<file path="src/rtl/dfr0520_pkg.sv">
// Shared encodings and helpers for the DFR0520 wiper sequencer.
package dfr0520_pkg;

  typedef enum logic [2:0] {
    ST_IDLE      = 3'd0,
    ST_ISSUE     = 3'd1,
    ST_WAIT_LOW  = 3'd2,
    ST_WAIT_HIGH = 3'd3,
    ST_GAP       = 3'd4,
    ST_STEP_WAIT = 3'd5
  } state_t;

  localparam logic [1:0] CMD_NONE  = 2'b00;
  localparam logic [1:0] CMD_WRITE = 2'b01;
  localparam logic [1:0] CMD_SHDN  = 2'b10;

  localparam logic [1:0] SEL_NONE  = 2'b00;
  localparam logic [1:0] SEL_POT0  = 2'b01;
  localparam logic [1:0] SEL_POT1  = 2'b10;

  localparam logic [7:0] RESET_WIPER = 8'h80;

  // Channel number to the driver's one-hot select field.
  function automatic logic [1:0] sel_for(input logic ch);
    return ch ? SEL_POT1 : SEL_POT0;
  endfunction

  // One LSB toward the target; never overshoots and never wraps.
  function automatic logic [7:0] step_toward(input logic [7:0] cur,
                                             input logic [7:0] tgt);
    if (tgt > cur)
      return cur + 8'd1;
    else if (tgt < cur)
      return cur - 8'd1;
    else
      return cur;
  endfunction

endpackage

</file>
<file path="src/rtl/dfr0520_wiper_sequencer_step_timer.sv">
// Loadable down-counter shared by the GAP, STEP_WAIT and CS-timeout phases.
// done is high while the count sits at zero; a load wins over counting.
module dfr0520_step_timer #(
  parameter int W = 16
) (
  input  logic         clk_in,
  input  logic         rst,
  input  logic         load,
  input  logic [W-1:0] load_value,
  output logic         done
);

  logic [W-1:0] count;

  // Reload on request, otherwise count down and park at zero.
  always_ff @(posedge clk_in or posedge rst) begin
    if (rst)
      count <= '0;
    else if (load)
      count <= load_value;
    else if (count != '0)
      count <= count - 1'b1;
  end

  assign done = (count == '0);

endmodule

</file>
<file path="src/rtl/dfr0520_wiper_sequencer.sv">
// Command sequencer in front of the DFR0520 SPI driver: accepts wiper
// requests, issues one-cycle load strobes, follows the driver's CS to
// detect transfer completion, and keeps a shadow copy of both wipers.
module dfr0520_wiper_sequencer
  import dfr0520_pkg::*;
#(
  parameter int STEP_INTERVAL = 1000,
  parameter int GAP_CYCLES    = 2,
  parameter int CS_TIMEOUT    = 16
) (
  input  logic       clk_in,
  input  logic       rst,
  input  logic       req_valid,
  output logic       req_ready,
  input  logic       req_ch,
  input  logic [7:0] req_target,
  input  logic       req_ramp,
  input  logic       req_shutdown,
  output logic       spi_en,
  output logic [1:0] spi_cmd,
  output logic [1:0] spi_sel,
  output logic [7:0] spi_data,
  input  logic       spi_cs,
  output logic [7:0] wiper0,
  output logic [7:0] wiper1,
  output logic       busy,
  output logic       err_timeout
);

  // Wide enough for every value the timer is ever loaded with.
  localparam int TIMER_W = $clog2(STEP_INTERVAL + GAP_CYCLES + CS_TIMEOUT + 2);

  // Timer loads are one less than the cycle count because the load edge
  // itself opens the first counted cycle. The step load is measured so the
  // next strobe lands STEP_INTERVAL cycles after the first CS-high cycle,
  // with the GAP cycles and the GAP->STEP_WAIT hand-off inside that span.
  localparam int TO_RAW   = CS_TIMEOUT - 1;
  localparam int GAP_RAW  = GAP_CYCLES - 1;
  localparam int STEP_RAW = STEP_INTERVAL - GAP_CYCLES - 2;

  localparam logic [TIMER_W-1:0] TO_LOAD   = TIMER_W'((TO_RAW   > 0) ? TO_RAW   : 0);
  localparam logic [TIMER_W-1:0] GAP_LOAD  = TIMER_W'((GAP_RAW  > 0) ? GAP_RAW  : 0);
  localparam logic [TIMER_W-1:0] STEP_LOAD = TIMER_W'((STEP_RAW > 0) ? STEP_RAW : 0);

  state_t              state;
  logic                cur_ch;
  logic [7:0]          cur_target;
  logic                cur_ramp;

  logic                accept;
  logic [7:0]          req_shadow;
  logic                req_noop;
  logic [7:0]          cur_shadow;
  logic                more_steps;

  logic                tmr_load;
  logic [TIMER_W-1:0]  tmr_value;
  logic                tmr_done;

  // A strobe is only ever launched from IDLE while the driver is idle.
  assign req_ready  = (state == ST_IDLE) && spi_cs;
  assign busy       = (state != ST_IDLE);
  assign accept     = req_valid && req_ready;

  assign req_shadow = req_ch ? wiper1 : wiper0;
  assign req_noop   = req_ramp && !req_shutdown && (req_target == req_shadow);
  assign cur_shadow = cur_ch ? wiper1 : wiper0;
  assign more_steps = cur_ramp && (cur_shadow != cur_target);

  // Timer reloads coincide with the FSM edges that open each timed phase.
  always_comb begin
    tmr_load  = 1'b0;
    tmr_value = '0;
    case (state)
      ST_IDLE: begin
        if (accept && !req_noop) begin
          tmr_load  = 1'b1;
          tmr_value = TO_LOAD;
        end
      end
      ST_WAIT_HIGH: begin
        if (spi_cs) begin
          tmr_load  = 1'b1;
          tmr_value = GAP_LOAD;
        end
      end
      ST_GAP: begin
        if (tmr_done && more_steps) begin
          tmr_load  = 1'b1;
          tmr_value = STEP_LOAD;
        end
      end
      ST_STEP_WAIT: begin
        if (tmr_done) begin
          tmr_load  = 1'b1;
          tmr_value = TO_LOAD;
        end
      end
      default: begin
        tmr_load  = 1'b0;
        tmr_value = '0;
      end
    endcase
  end

  dfr0520_step_timer #(
    .W (TIMER_W)
  ) u_timer (
    .clk_in     (clk_in),
    .rst        (rst),
    .load       (tmr_load),
    .load_value (tmr_value),
    .done       (tmr_done)
  );

  // Request payload captured on accept; only read while the FSM is busy.
  always_ff @(posedge clk_in) begin
    if (accept) begin
      cur_ch     <= req_ch;
      cur_target <= req_target;
    end
  end

  // Sequencer FSM with registered strobe, command word and shadow wipers.
  always_ff @(posedge clk_in or posedge rst) begin
    if (rst) begin
      state       <= ST_IDLE;
      cur_ramp    <= 1'b0;
      spi_en      <= 1'b0;
      spi_cmd     <= CMD_NONE;
      spi_sel     <= SEL_NONE;
      spi_data    <= 8'h00;
      wiper0      <= RESET_WIPER;
      wiper1      <= RESET_WIPER;
      err_timeout <= 1'b0;
    end else begin
      spi_en <= 1'b0;
      case (state)
        ST_IDLE: begin
          if (accept) begin
            cur_ramp <= req_ramp && !req_shutdown;
            if (!req_noop) begin
              spi_en  <= 1'b1;
              spi_sel <= sel_for(req_ch);
              if (req_shutdown) begin
                spi_cmd  <= CMD_SHDN;
                spi_data <= 8'h00;
              end else begin
                spi_cmd  <= CMD_WRITE;
                spi_data <= req_ramp ? step_toward(req_shadow, req_target)
                                     : req_target;
              end
              state <= ST_ISSUE;
            end
          end
        end
        ST_ISSUE: begin
          state <= ST_WAIT_LOW;
        end
        ST_WAIT_LOW: begin
          if (!spi_cs) begin
            state <= ST_WAIT_HIGH;
          end else if (tmr_done) begin
            // Driver never started the frame: flag it and drop any ramp.
            err_timeout <= 1'b1;
            cur_ramp    <= 1'b0;
            state       <= ST_IDLE;
          end
        end
        ST_WAIT_HIGH: begin
          if (spi_cs) begin
            if (spi_cmd == CMD_WRITE) begin
              if (cur_ch)
                wiper1 <= spi_data;
              else
                wiper0 <= spi_data;
            end
            state <= ST_GAP;
          end
        end
        ST_GAP: begin
          if (tmr_done)
            state <= more_steps ? ST_STEP_WAIT : ST_IDLE;
        end
        ST_STEP_WAIT: begin
          if (tmr_done) begin
            spi_en   <= 1'b1;
            spi_data <= step_toward(cur_shadow, cur_target);
            state    <= ST_ISSUE;
          end
        end
        default: begin
          state <= ST_IDLE;
        end
      endcase
    end
  end

endmodule

</file>
<file path="config.mk">
export PLATFORM = sky130hd
export DESIGN_NAME = dfr0520_wiper_sequencer
export DESIGN_NICKNAME = d
export VERILOG_FILES = /design/src/rtl/dfr0520_pkg.sv /design/src/rtl/dfr0520_wiper_sequencer_step_timer.sv /design/src/rtl/dfr0520_wiper_sequencer.sv
export SDC_FILE = /design/constraint.sdc
export NUM_CORES = 1
export LEC_CHECK = 0
export ABC_CLOCK_PERIOD_IN_PS = 3000
export CAP_MARGIN = 15
export CORE_ASPECT_RATIO = 0.7
export CORE_MARGIN = 4
export CORE_UTILIZATION = 42
export CTS_BUF_LIST = sky130_fd_sc_hd__clkbuf_8 sky130_fd_sc_hd__clkbuf_16
export DETAILED_ROUTE_END_ITERATION = 8
export PLACE_DENSITY = 0.64
export SYNTH_ARGS = -nofsm -noshare
export SYNTH_HDL_FRONTEND = slang
export SYNTH_SLANG_ARGS = --single-unit
</file>
<file path="constraint.sdc">
create_clock -name clk_in -period 3 [get_ports clk_in]
set_clock_uncertainty 0.2 [all_clocks]
set_input_delay 0.6 -clock clk_in [delete_from_list [all_inputs] [get_ports clk_in]]
set_output_delay 0.6 -clock clk_in [all_outputs]
set_load 0.005 [all_outputs]
</file>
-- Word-level counts from Yosys, hierarchy flattened
Cells that the tools add are included.
- register bits after elaboration: 53
- latch bits: 0
- RAM bits: 0
- memory bits (read-only): 0
- input port bits: 15
- output and inout port bits: 32
- memories: 0
- add/subtract/negate cells: 5
- multiply operators: 0
- div/mod/pow operators: 0
- order comparisons: 4
- equal/unequal tests: 16
- shift operators: 0
- multiplexer cells: 42
- bitwise gates (word level): 2
- reduce and logical (&&, ||, !) cells: 23
- operators by type and width (kind ; number):
    2-to-1 mux 8 bit ; 11
    one-hot mux 10 bit (4 select lines) ; 1
    2-to-1 mux 10 bit ; 3
    2-to-1 mux 3 bit ; 8
    one-hot mux 3 bit (6 select lines) ; 1
    adder 8 x 1 -> 8 bit (second input constant) ; 2
    > comparator 8 bit ; 2
    < comparator 8 bit ; 2
    one-hot mux 8 bit (2 select lines) ; 1
    AND reduction 4 bit ; 4
    subtractor 8 x 1 -> 8 bit (second input constant) ; 2
    != test 2 bit (second input constant) ; 7
    zero test 10 bit ; 1
    2-to-1 mux 1 bit ; 10
    nonzero test 10 bit ; 1
    subtractor 10 x 1 -> 10 bit (second input constant) ; 1
    == test 8 bit ; 1
    2-to-1 mux 4 bit ; 2
    != test 8 bit ; 1
    logical AND 1 bit ; 7
    == test 3 x 2 -> 1 bit (second input constant) ; 2
    == test 3 bit (second input constant) ; 2
    AND reduction 3 bit ; 2
    AND reduction 6 bit ; 1
    11 further kinds ; 17

-- Depth between registers and ports, before layout
Gate-level depths: netlist (run 1).
- depth in word-level cells: 9
- mapped depth: 12

-- Modules after synthesis
A second synthesis (run 1) with hierarchy kept.
- cell total of the unflattened synthesis: 407
- area total of the unflattened synthesis: 3816.2 sq um
- by module, submodules not included (module ; times used ; cells an instance ; area each (sq um) ; seq. area each (sq um)):
    dfr0520_wiper_sequencer ; 1 ; 331 ; 3123.0 ; 1123.6
    dfr0520_step_timer ; 1 ; 76 ; 693.2 ; 250.2

-- Worst setup path before layout (run 1)
OpenSTA, ideal clock, no wires.
- kind: input-to-reg
- from: in req_ch
- to: reg spi_data[3]
- arrival time: 2885 ps
- data required time: 2674 ps
- path slack: -211 ps
- stages: 11
- cell sequence: buf_4 mux2i_1 ha_1 nand4_1 o221ai_1 or2_1 buf_4 mux2i_1 xnor2_1 a21oi_1 a311o_1
- word-level cells in the longest chain between the ends: 9
- ends and longest elaborated chain (what ; RTL line ; text):
    start: declaration ; dfr0520_wiper_sequencer.sv:15 ; input logic req_ch,
    2-to-1 mux 8 bit (*) ; dfr0520_wiper_sequencer.sv:65 ; assign req_shadow = req_ch ? wiper1 : wiper0;
    subtractor 8 x 1 -> 8 bit / < comparator 8 bit (equally long branches) ; dfr0520_pkg.sv:34, dfr0520_pkg.sv:33 ;
    2-to-1 mux 8 bit ; dfr0520_pkg.sv:33 ; else if (tgt < cur)
    2-to-1 mux 8 bit ; dfr0520_pkg.sv:31 ; if (tgt > cur)
    2-to-1 mux 8 bit ; dfr0520_wiper_sequencer.sv:150 ; spi_data <= req_ramp ? step_toward(req_shadow, req_target)
    2-to-1 mux 8 bit ; dfr0520_wiper_sequencer.sv:145 ; if (req_shutdown) begin
    2-to-1 mux 8 bit ; dfr0520_wiper_sequencer.sv:142 ; if (!req_noop) begin
    2-to-1 mux 8 bit ; dfr0520_wiper_sequencer.sv:140 ; if (accept) begin
    one-hot mux 8 bit (2 select lines) ; dfr0520_wiper_sequencer.sv:138 ; case (state)
    end signal: assignment ; dfr0520_wiper_sequencer.sv:150 ;
    end signal: assignment ; dfr0520_wiper_sequencer.sv:188 ; spi_data <= step_toward(cur_shadow, cur_target);
    end: declaration ; dfr0520_wiper_sequencer.sv:22 ; output logic [7:0] spi_data,
Every way passes the cells marked *; elsewhere a longest branch is shown, timed or not. The select of a mux whose other input is x is not followed.
A chain may end at the register's enable or synchronous reset.

-- Final worst setup path (run 1)
- from: in req_target[5]
- to: reg spi_data[3]
- word-level cells in the longest chain between the ends: 8
- ends and longest elaborated chain (what ; RTL line ; text):
    start: declaration ; dfr0520_wiper_sequencer.sv:16 ; input logic [7:0] req_target,
    < comparator 8 bit ; dfr0520_pkg.sv:33 ;
    2-to-1 mux 8 bit ; dfr0520_pkg.sv:33 ;
    2-to-1 mux 8 bit ; dfr0520_pkg.sv:31 ;
    2-to-1 mux 8 bit ; dfr0520_wiper_sequencer.sv:150 ;
    2-to-1 mux 8 bit ; dfr0520_wiper_sequencer.sv:145 ;
    2-to-1 mux 8 bit ; dfr0520_wiper_sequencer.sv:142 ;
    2-to-1 mux 8 bit ; dfr0520_wiper_sequencer.sv:140 ;
    one-hot mux 8 bit (2 select lines) ; dfr0520_wiper_sequencer.sv:138 ;
Parallel ways exist; a longest one is shown, timed or not. The select of a mux whose other input is x is not followed.

==> impl_metrics.json, run 1 <==
{
  "synth-xor-area-share": 0.0422,
  "avgViaCountPerCell": 5.97,
  "h-tree-depth": 2,
  "port_buffers": 46,
  "powerDensity_nw_per_um2": 893,
  "drive_gt1_frac": 0.370,
  "rsz0062_at_grt": "yes",
  "initial_core_util": 0.441,
  "yosys_warnings": 0,
  "synth_area_leaders": "dfrtp_1 (30%), ha_1 (7.8%), edfxtp_1 (7.7%)",
  "drc": 0,
  "synthToLayoutAreaGrowth_pct": 50.4,
  "ys_ff_latch": 53,
  "worstMarginPinSlew_ns": 0.576,
  "critPathMaxFanout": 5,
  "synthesis.area_um2": 3530,
  "synthArstFlopShare": 0.830,
  "place_congestion": 1.01,
  "die_area_um2": 9950,
  "required_ns": 2.98,
  "first_iter_violations": 329,
  "clk_path_buf_depth": 2,
  "synth_top_family_by_area": "compound AO/OA/AOI/OAI gates",
  "worst_hold_slack_ns": 0.283,
  "n_antenna_cell": 0,
  "synth_ff_type": "dfrtp_1",
  "num_io_pins": 47,
  "criticalPathCategory": "in2reg",
  "finalSetupViolations": 2,
  "cp-end-kind": "register",
  "synth_compound_area_frac": 0.169,
  "vias": 3506,
  "grt_pass1_wl_mm": 18.4,
  "final_nets": 522,
  "slew_headroom": 0.615,
  "tritoncts": "done",
  "grt_util_all_layers": 0.233,
  "core_um2": 8010,
  "die_w_um": 118,
  "first_global_vias": 3313,
  "cap_violations": 0,
  "max_freq_mhz": 331,
  "setup_ws_ns": -0.0167,
  "yosysSeqAreaShare": 0.389,
  "yosysMostFrequentCell": "dfrtp_1",
  "num_rows": 27,
  "cp_slowest_stage_delay_ns": 0.49,
  "die_y_um": 84.7,
  "ir_drop_mv": 0.490,
  "syn_inst": 356,
  "routed_wl_mm": 12.3,
  "cts_root_buf": "clkbuf_16",
  "wl_per_cell_um": 21.0,
  "yosys-mux-area-fraction": 0.117,
  "synthAdderAreaFrac": 0.0780,
  "clkTransAtPathRegs_ns": 0.07,
  "yosys.area.top_type": "dfrtp_1",
  "fin_util": 0.663,
  "period_minus_slack_ns": 3.02,
  "path_cells": "clkdlybuf4s50_1, ha_4, nand4_1, o211ai_1, buf_4, nor2_1, mux2i_1, xnor2_1, a21oi_1, a311o_1",
  "synth_commonest_cells": "dfrtp_1 (42), ha_1 (22), nand2_1 (22)",
  "synth_edf_count": 9,
  "syn_avg_cell_area_um2": 9.91,
  "syn_nets": 393,
  "yosysUniqueCellTypes": 66,
  "dp_hpwl_mm": 8.91,
  "status": "finished, violations left",
  "violations": "negative setup slack",
  "clock_sinks": 53,
  "hold_violations": 0,
  "worstSetupStartpointType": "primary input",
  "slew_violations": 0,
  "ant_nets": 0,
  "dr.pass1.iters": 5,
  "synth_top_cell_area_share": 0.298,
  "gr-total-overflow": 0,
  "numCtsBuffers": 5,
  "fin_crit_sh": 1.01,
  "cp_data_arrival_time_ns": 2.99,
  "synth_simple_gate_area_frac": 0.165,
  "grt_max_degree": 45,
  "min_path_type": "reg2reg",
  "clkLatencyLatePin_ns": 0.30,
  "antenna_found_initial": 0,
  "p_leak_uw": 0.00222,
  "cp_slowest_cell": "clkdlybuf4s50_1"
}
## worst max-delay path: cells and delay by family
kind / cells / cell delay (ns)
xor+xnor: 1 / 0.15
mux: 1 / 0.16
compound gates: 3 / 0.80
buf+inv: 2 / 0.66
simple gates: 2 / 0.31
fa+ha+maj: 1 / 0.31
## cell families after synthesis
group	after synthesis
flip-flops	53
AO/OA/AOI/OAI	89
AND/OR/NAND/NOR	109
buffers and inverters	31
multiplexers	35
XOR/XNOR	17
adder cells (fa/ha/maj)	22
## area by class of cell
class	count	area, µm²
Clock buffer	5	125
Clock inverter	3	25.0
Inverter	18	70.1
Sequential cell	53	1370
Fill cell	611	2700
Tap cell	101	126
Timing Repair Buffer	135	1210
Multi-Input combinational cell	272	2370
## state kept, by name, indices dropped and copies added, names as in the netlist
register and flops:
u_timer.count 10, cur_target 8, spi_data 8, wiper0 8
wiper1 8, state 3, spi_cmd 2, spi_sel 2
cur_ch 1, cur_ramp 1, err_timeout 1, spi_en 1
## metal layers
layer	up-vias	GRT usage	wire (µm)
met3	27	0.0424	818
met2	174	0.341	5270
met5	-	0	0
met1	1713	0.359	6080
li1	1592	-	-
met4	0	0.0468	175
## final timing paths
path / slack [ns] / endpoint / start / cells past startpoint
max: -0.02 / spi_data[3] / req_target[5] / 10
min reg2reg: 0.28 / err_timeout / err_timeout / 1
min in group asynchronous: 0.56 / spi_cmd[0] / rst / 3
max reg2reg: 0 / spi_data[5] / cur_ch / 12
min: 0.28 / err_timeout / err_timeout / 1
max in group asynchronous: 1.65 / spi_data[2] / rst / 3
## metrics by stage
step,total power (µW),setup TNS (ns),worst slack (ns),cell area [µm²],instances
final,4730,-0.0201,-0.0167,5310,587
after global routing,5020,-0.409,-0.125,5310,587
after CTS,4480,0,0.000791,5030,578
after detailed placement,3700,-10.95,-0.727,4640,558
after global placement,3680,-10.04,-0.744,4640,558
after floorplan,2590,0,0.00495,3610,356
## layout by cell type, fill, tap and decap left out, drive strengths merged, types with 6 or more instances in the layout
cell	netlist	layout
buf	8	90
clkdlybuf4s50	0	43
dfrtp	42	42
nand2	23	23
a21oi	23	23
ha	22	22
o21ai	22	22
nor2	21	21
mux2	18	18
inv	18	18
mux2i	17	17
nor3	14	14
xnor2	11	11
nand3	9	9
edfxtp	9	9
o211ai	9	9
nand2b	6	6
xor2	6	6
## repair_timing
| action | in CTS | in global routing |
|---|---|---|
| resized for setup | 27 | 41 |
| hold buffers | 0 | 0 |
| hold endpoints to repair | 0 | 0 |
| cloned | 1 | 0 |
| pin swaps | 26 | 33 |
| setup endpoints to repair | 19 | 10 |
| buffers inserted | 11 | 9 |
## power by group
| group | total [µW] | switching [µW] | internal (µW) | leakage [µW] |
|---|---|---|---|---|
| logic | 2810 | 1330 | 1480 | 0.00151 |
| registers | 1340 | 340 | 998 | 0.000636 |
| clock network | 589 | 275 | 314 | 0.0000704 |
No activity file was read; power rests on OpenSTA's default activity.
==> inputs of run 2 (changes only) <==
--- a/config.mk
+++ b/config.mk
@@ -12,6 +12,7 @@
 export CORE_UTILIZATION = 42
 export CTS_BUF_LIST = sky130_fd_sc_hd__clkbuf_8 sky130_fd_sc_hd__clkbuf_16
 export DETAILED_ROUTE_END_ITERATION = 8
+export GPL_TIMING_DRIVEN = 0
 export PLACE_DENSITY = 0.64
 export SYNTH_ARGS = -nofsm -noshare
 export SYNTH_HDL_FRONTEND = slang
==> run 2 against run 1 <==
The run still ends with negative setup slack left; non-clock buffer count fell by 35; flip-flop and latch count did not move; die area did not move; setup slack got worse by 0.054 ns; via count fell by 2.5%; largest cell class unchanged.
==> impl_metrics.json, run 2 (synthesis results as in run 1) <==
{
  "max_freq_mhz": 326,
  "grt_util_all_layers": 0.223,
  "initial_core_util": 0.441,
  "n_antenna_cell": 0,
  "sw_frac_of_total": 0.416,
  "drc": 0,
  "cp-end-kind": "register",
  "final_nets": 487,
  "r2r_slack_ns": -0.02,
  "clkLatencyLatePin_ns": 0.29,
  "p_seq_frac": 0.284,
  "wl_per_cell_um": 21.6,
  "mostFrequentLayoutCells": "dfrtp_1 (42), clkdlybuf4s50_1 (40), buf_4 (37), nand2_1 (22)",
  "port_buffers": 45,
  "slew_headroom": 0.518,
  "cap_violations": 0,
  "clkTransAtPathRegs_ns": 0.07,
  "first_global_vias": 3095,
  "die_y_um": 84.7,
  "criticalPathCategory": "in2reg",
  "fin_crit_sh": 1.02,
  "status": "finished, violations left",
  "required_ns": 2.98,
  "min_to": "err_timeout",
  "gr-total-overflow": 0,
  "cp_data_arrival_time_ns": 3.05,
  "routed_wl_mm": 11.9,
  "violations": "negative setup slack",
  "whs_path_depth": 1,
  "die_area_um2": 9950,
  "period_minus_slack_ns": 3.07,
  "die_w_um": 118,
  "ant_nets": 0,
  "multi_input_area_um2": 2520,
  "grt_pass1_wl_mm": 17.3,
  "fin_tns_setup_ns": -0.100,
  "num_rows": 27,
  "largest_register": "u_timer.count",
  "setup_ws_ns": -0.0710,
  "layout_commonest_cell": "dfrtp_1",
  "drive_gt1_frac": 0.335,
  "num_io_pins": 47,
  "cp-startpoint": "req_ch",
  "fin_cells": 552,
  "numCtsBuffers": 5,
  "clkPwrFrac": 0.122,
  "place_congestion": 0.881,
  "p_leak_uw": 0.00204,
  "dp_hpwl_mm": 7.55,
  "vias": 3417,
  "tritoncts": "done",
  "hp-start": "err_timeout",
  "p_sw_uw": 1940,
  "synthToLayoutAreaGrowth_pct": 46.8,
  "worstSetupStartpointType": "primary input",
  "first_iter_violations": 413,
  "timing.rr.start": "cur_ch",
  "dr.pass1.iters": 8,
  "slew_violations": 0,
  "clk_path_buf_depth": 2,
  "ff2ff_path_depth": 12,
  "antenna_found_initial": 0,
  "fillCellCount": 607,
  "intPower_uw": 2730,
  "hold_violations": 0,
  "avgViaCountPerCell": 6.19,
  "largest_register_ffs": 10,
  "rsz0062_at_grt": "yes",
  "seqCellArea_um2": 1370,
  "finalSetupViolations": 3,
  "comb_power_share": 0.594,
  "grt_max_degree": 33,
  "cts_root_buf": "clkbuf_16",
  "ir_drop_mv": 0.500,
  "min_path_type": "reg2reg",
  "core_um2": 8010,
  "h-tree-depth": 2,
  "critPathMaxFanout": 8,
  "dp.cells": 503,
  "worstMarginPinSlew_ns": 0.721,
  "worst_r2r_endpoint": "spi_data[7]",
  "clock_sinks": 53,
  "powerDensity_nw_per_um2": 901
}
-- run 2: cell count changes in the layout (fill, tap and decap cells not counted), moves of 4 or more --
| cell | change |
|---|---|
| clkbuf_1 | +4 |
| buf_4 | -43 |
| mux2i_4 | +5 |
| dlygate4sd2_1 | +4 |
-- run 2: cell type report --
class	instances	area share
Inverter	18	0.0135
Buffer	12	0.0205
Sequential cell	53	0.265
Multi-Input combinational cell	272	0.487
Tap cell	101	0.0244
Clock inverter	3	0.00338
Timing Repair Buffer	88	0.162
Clock buffer	5	0.0241
-- run 2: routing by layer --
metal	global-route usage	wire, µm	vias up
li1	-	-	1508
met1	0.324	5180	1650
met2	0.335	5160	219
met3	0.0599	1290	40
met4	0.0415	315	0
met5	0	0	-
-- run 2: worst max-delay path, stage by stage --
cell,delay (ns)
buf_4,0.14
buf_12,0.16
mux2i_4,0.28
inv_2,0.10
ha_1,0.19
nand2b_4,0.15
a211oi_4,0.27
or2_1,0.18
buf_6,0.15
mux2i_2,0.22
xnor2_1,0.16
a21oi_1,0.10
a311o_1,0.33
-- run 2: worst max path at each step --
stage / slack, ns / to / cells past startpoint
floorplan: 0.005 / spi_data[3] / 11
global placement: -1.06 / u_timer.count[2] / 12
detailed placement: -1.09 / u_timer.count[2] / 12
CTS: -0.05 / spi_data[7] / 11
global route: -0.19 / spi_data[3] / 13
finish: -0.07 / spi_data[3] / 13
-- run 2: timing repair --
item	in CTS	in global routing
hold buffers	0	0
pin swaps	19	27
hold endpoints to repair	0	0
endpoints found under the setup margin	24	12
buffers inserted	22	18
cloned	2	0
resized for setup	60	36
-- run 2: per-stage QoR --
| step | hold WS [ns] | total power (µW) | utilization | setup WS (ns) | cell area, µm² |
|---|---|---|---|---|---|
| 2_1_floorplan | 0.266 | 2590 | - | 0.00495 | 3610 |
| 3_3_place_gp | 0.258 | 3290 | 0.522 | -1.06 | 4180 |
| 3_5_place_dp | 0.273 | 3340 | 0.525 | -1.09 | 4200 |
| 4_1_cts | 0.289 | 4320 | 0.608 | -0.0534 | 4870 |
| 5_1_grt | 0.293 | 4930 | 0.647 | -0.188 | 5180 |
| 6_report | 0.289 | 4670 | 0.647 | -0.0710 | 5180 |
-- run 2: power groups by stage --
stage,Sequential [µW],Clock (µW),Combinational (µW)
after floorplan,1240,0,1350
after global placement,1280,0,2010
after detailed placement,1290,0,2050
after CTS,1320,573,2430
after global routing,1360,608,2960
final,1330,572,2770
==> inputs of run 3 (changes only) <==
--- a/config.mk
+++ b/config.mk
@@ -10,7 +10,7 @@
 export CORE_ASPECT_RATIO = 0.7
 export CORE_MARGIN = 4
 export CORE_UTILIZATION = 42
-export CTS_BUF_LIST = sky130_fd_sc_hd__clkbuf_8 sky130_fd_sc_hd__clkbuf_16
+export CTS_BUF_LIST = sky130_fd_sc_hd__clkbuf_8
 export DETAILED_ROUTE_END_ITERATION = 8
 export GPL_TIMING_DRIVEN = 0
 export PLACE_DENSITY = 0.64
==> run 3 against run 2 <==
The flow still finishes with violations (negative setup slack); non-clock buffer count is 6 lower; count of clock-buffer cells in the layout stayed put; wire length is 5.8% lower; sequential share of layout area is 0.91 points higher; utilization is 2.1 points lower; via count is 4.1% lower; power is 7.2% lower; combinational power is 6% lower; design area is 3.3% lower; sequential power hardly changed; highest routed layer unchanged.
==> impl_metrics.json, run 3 (synthesis results as in run 1) <==
{
  "status": "finished, violations left",
  "violations": "negative setup slack",
  "largest_register_ffs": 10,
  "fillCellCount": 637,
  "max_freq_mhz": 333,
  "num_rows": 27,
  "min_path_type": "reg2reg",
  "setup_ws_ns": -0.00653,
  "gr-total-overflow": 0,
  "die_y_um": 84.7,
  "clkLatencyLatePin_ns": 0.31,
  "required_ns": 3.00,
  "hp-start": "err_timeout",
  "tritoncts": "done",
  "p_leak_uw": 0.00198,
  "fin_tns_setup_ns": -0.00653,
  "hold_violations": 0,
  "worst_hold_slack_ns": 0.296,
  "final_area_um2": 5010,
  "ff2ff_path_depth": 12,
  "cp-end-kind": "register",
  "routed_wl_mm": 11.2,
  "dr.pass1.iters": 6,
  "initial_core_util": 0.441,
  "cp_data_arrival_time_ns": 3.00,
  "finalSetupViolations": 1,
  "worstSetupStartpointType": "register",
  "h-tree-depth": 2,
  "clkTransAtPathRegs_ns": 0.10,
  "vias": 3276,
  "clk_path_buf_depth": 2,
  "clock_sinks": 53,
  "fin_util": 0.626,
  "timing.rr.start": "cur_ch",
  "grt_max_degree": 33,
  "worstSetupPathDepth": 12,
  "slew_violations": 0,
  "die_w_um": 118,
  "cp_slowest_cell": "edfxtp_1",
  "largest_register": "u_timer.count",
  "first_iter_violations": 349,
  "grt_pass1_wl_mm": 17.4,
  "crit_family": "compound AO/OA/AOI/OAI gates",
  "synthToLayoutAreaGrowth_pct": 42.0,
  "placed_area_um2": 4200,
  "cap_violations": 0,
  "numCtsBuffers": 5,
  "mostFrequentLayoutCells": "dfrtp_1 (42), clkdlybuf4s50_1 (40), buf_4 (32), nand2_1 (22), mux2_2 (18)",
  "period_minus_slack_ns": 3.01,
  "criticalPathCategory": "reg2reg",
  "antenna_found_initial": 0,
  "worst_r2r_endpoint": "spi_data[7]",
  "rsz0062_at_grt": "yes",
  "drive_gt1_frac": 0.317,
  "drc": 0,
  "port_buffers": 45,
  "powerDensity_nw_per_um2": 865,
  "wl_per_cell_um": 20.6,
  "fin_crit_sh": 1.00,
  "n_antenna_cell": 0,
  "worstMarginPinSlew_ns": 0.714,
  "dp_hpwl_mm": 7.55,
  "grt_util_all_layers": 0.224,
  "crit_buf_inv": 3,
  "final_nets": 481,
  "first_global_vias": 3178,
  "num_io_pins": 47,
  "die_area_um2": 9950,
  "place_congestion": 0.881,
  "min_to": "err_timeout",
  "avgViaCountPerCell": 6.00,
  "cts_root_buf": "clkbuf_8",
  "whs_path_depth": 1,
  "path_cells": "buf_12, mux2_2, inv_2, ha_1, nand4_1, buf_4, o211ai_2, nor3_2, o21ai_2, o311ai_1, o211a_1, a21oi_2",
  "critPathMaxFanout": 5,
  "layout_commonest_cell": "dfrtp_1",
  "cp_slowest_stage_delay_ns": 0.42,
  "core_um2": 8010,
  "r2r_slack_ns": -0.007,
  "slew_headroom": 0.522,
  "ant_nets": 0,
  "ir_drop_mv": 0.409
}
[run 3: cell count changes in the layout (fill, tap and decap cells not counted), sizes merged]
cell	previous run	this run
dlygate4sd2	4	3
buf	52	46
dlymetal6s2s	0	1
[run 3: through the flow]
step	std cells	total power [µW]	setup slack, ns
after floorplan	356	2590	0.00495
after global placement	502	3290	-1.06
after detailed placement	503	3340	-1.09
after CTS	539	4100	0.00134
after global routing	546	4620	-0.106
final	546	4330	-0.00653
[run 3: worst max path at each step]
stage                        from               end  slack (ns)
finish                     cur_ch       spi_data[7]      -0.007
global route               cur_ch       spi_data[5]       -0.11
CTS                 req_target[4]       spi_data[3]       0.001
detailed placement         req_ch  u_timer.count[2]       -1.09
global placement           req_ch  u_timer.count[2]       -1.06
floorplan                  req_ch       spi_data[3]       0.005
[run 3: layout make-up]
| type | instances | area [µm²] | area share |
|---|---|---|---|
| Multi-Input combinational cell | 272 | 2460 | 0.492 |
| Sequential cell | 53 | 1370 | 0.274 |
| Timing Repair Buffer | 82 | 785 | 0.157 |
| Tap cell | 101 | 126 | 0.0252 |
| Buffer | 12 | 106 | 0.0212 |
| Clock buffer | 5 | 68.8 | 0.0137 |
| Inverter | 18 | 67.6 | 0.0135 |
| Clock inverter | 3 | 17.5 | 0.00350 |
[run 3: what timing repair did]
action / in CTS / in global routing
endpoints found under the setup margin: 24 / 10
cloned: 2 / 0
resized for setup: 50 / 37
buffers inserted: 27 / 8
pin swaps: 22 / 22
hold buffers: 0 / 0
[run 3: power breakdown]
group	internal, µW	switching (µW)
combinational	1350	1260
clock	162	246
sequential	996	322
[run 3: routing by layer]
layer,global-route usage,share of wire,vias to the layer above
met2,0.331,0.43,147
met1,0.325,0.46,1605
met3,0.0694,0.095,23
met4,0.0457,0.014,0
met5,0,0,-
li1,-,-,1501
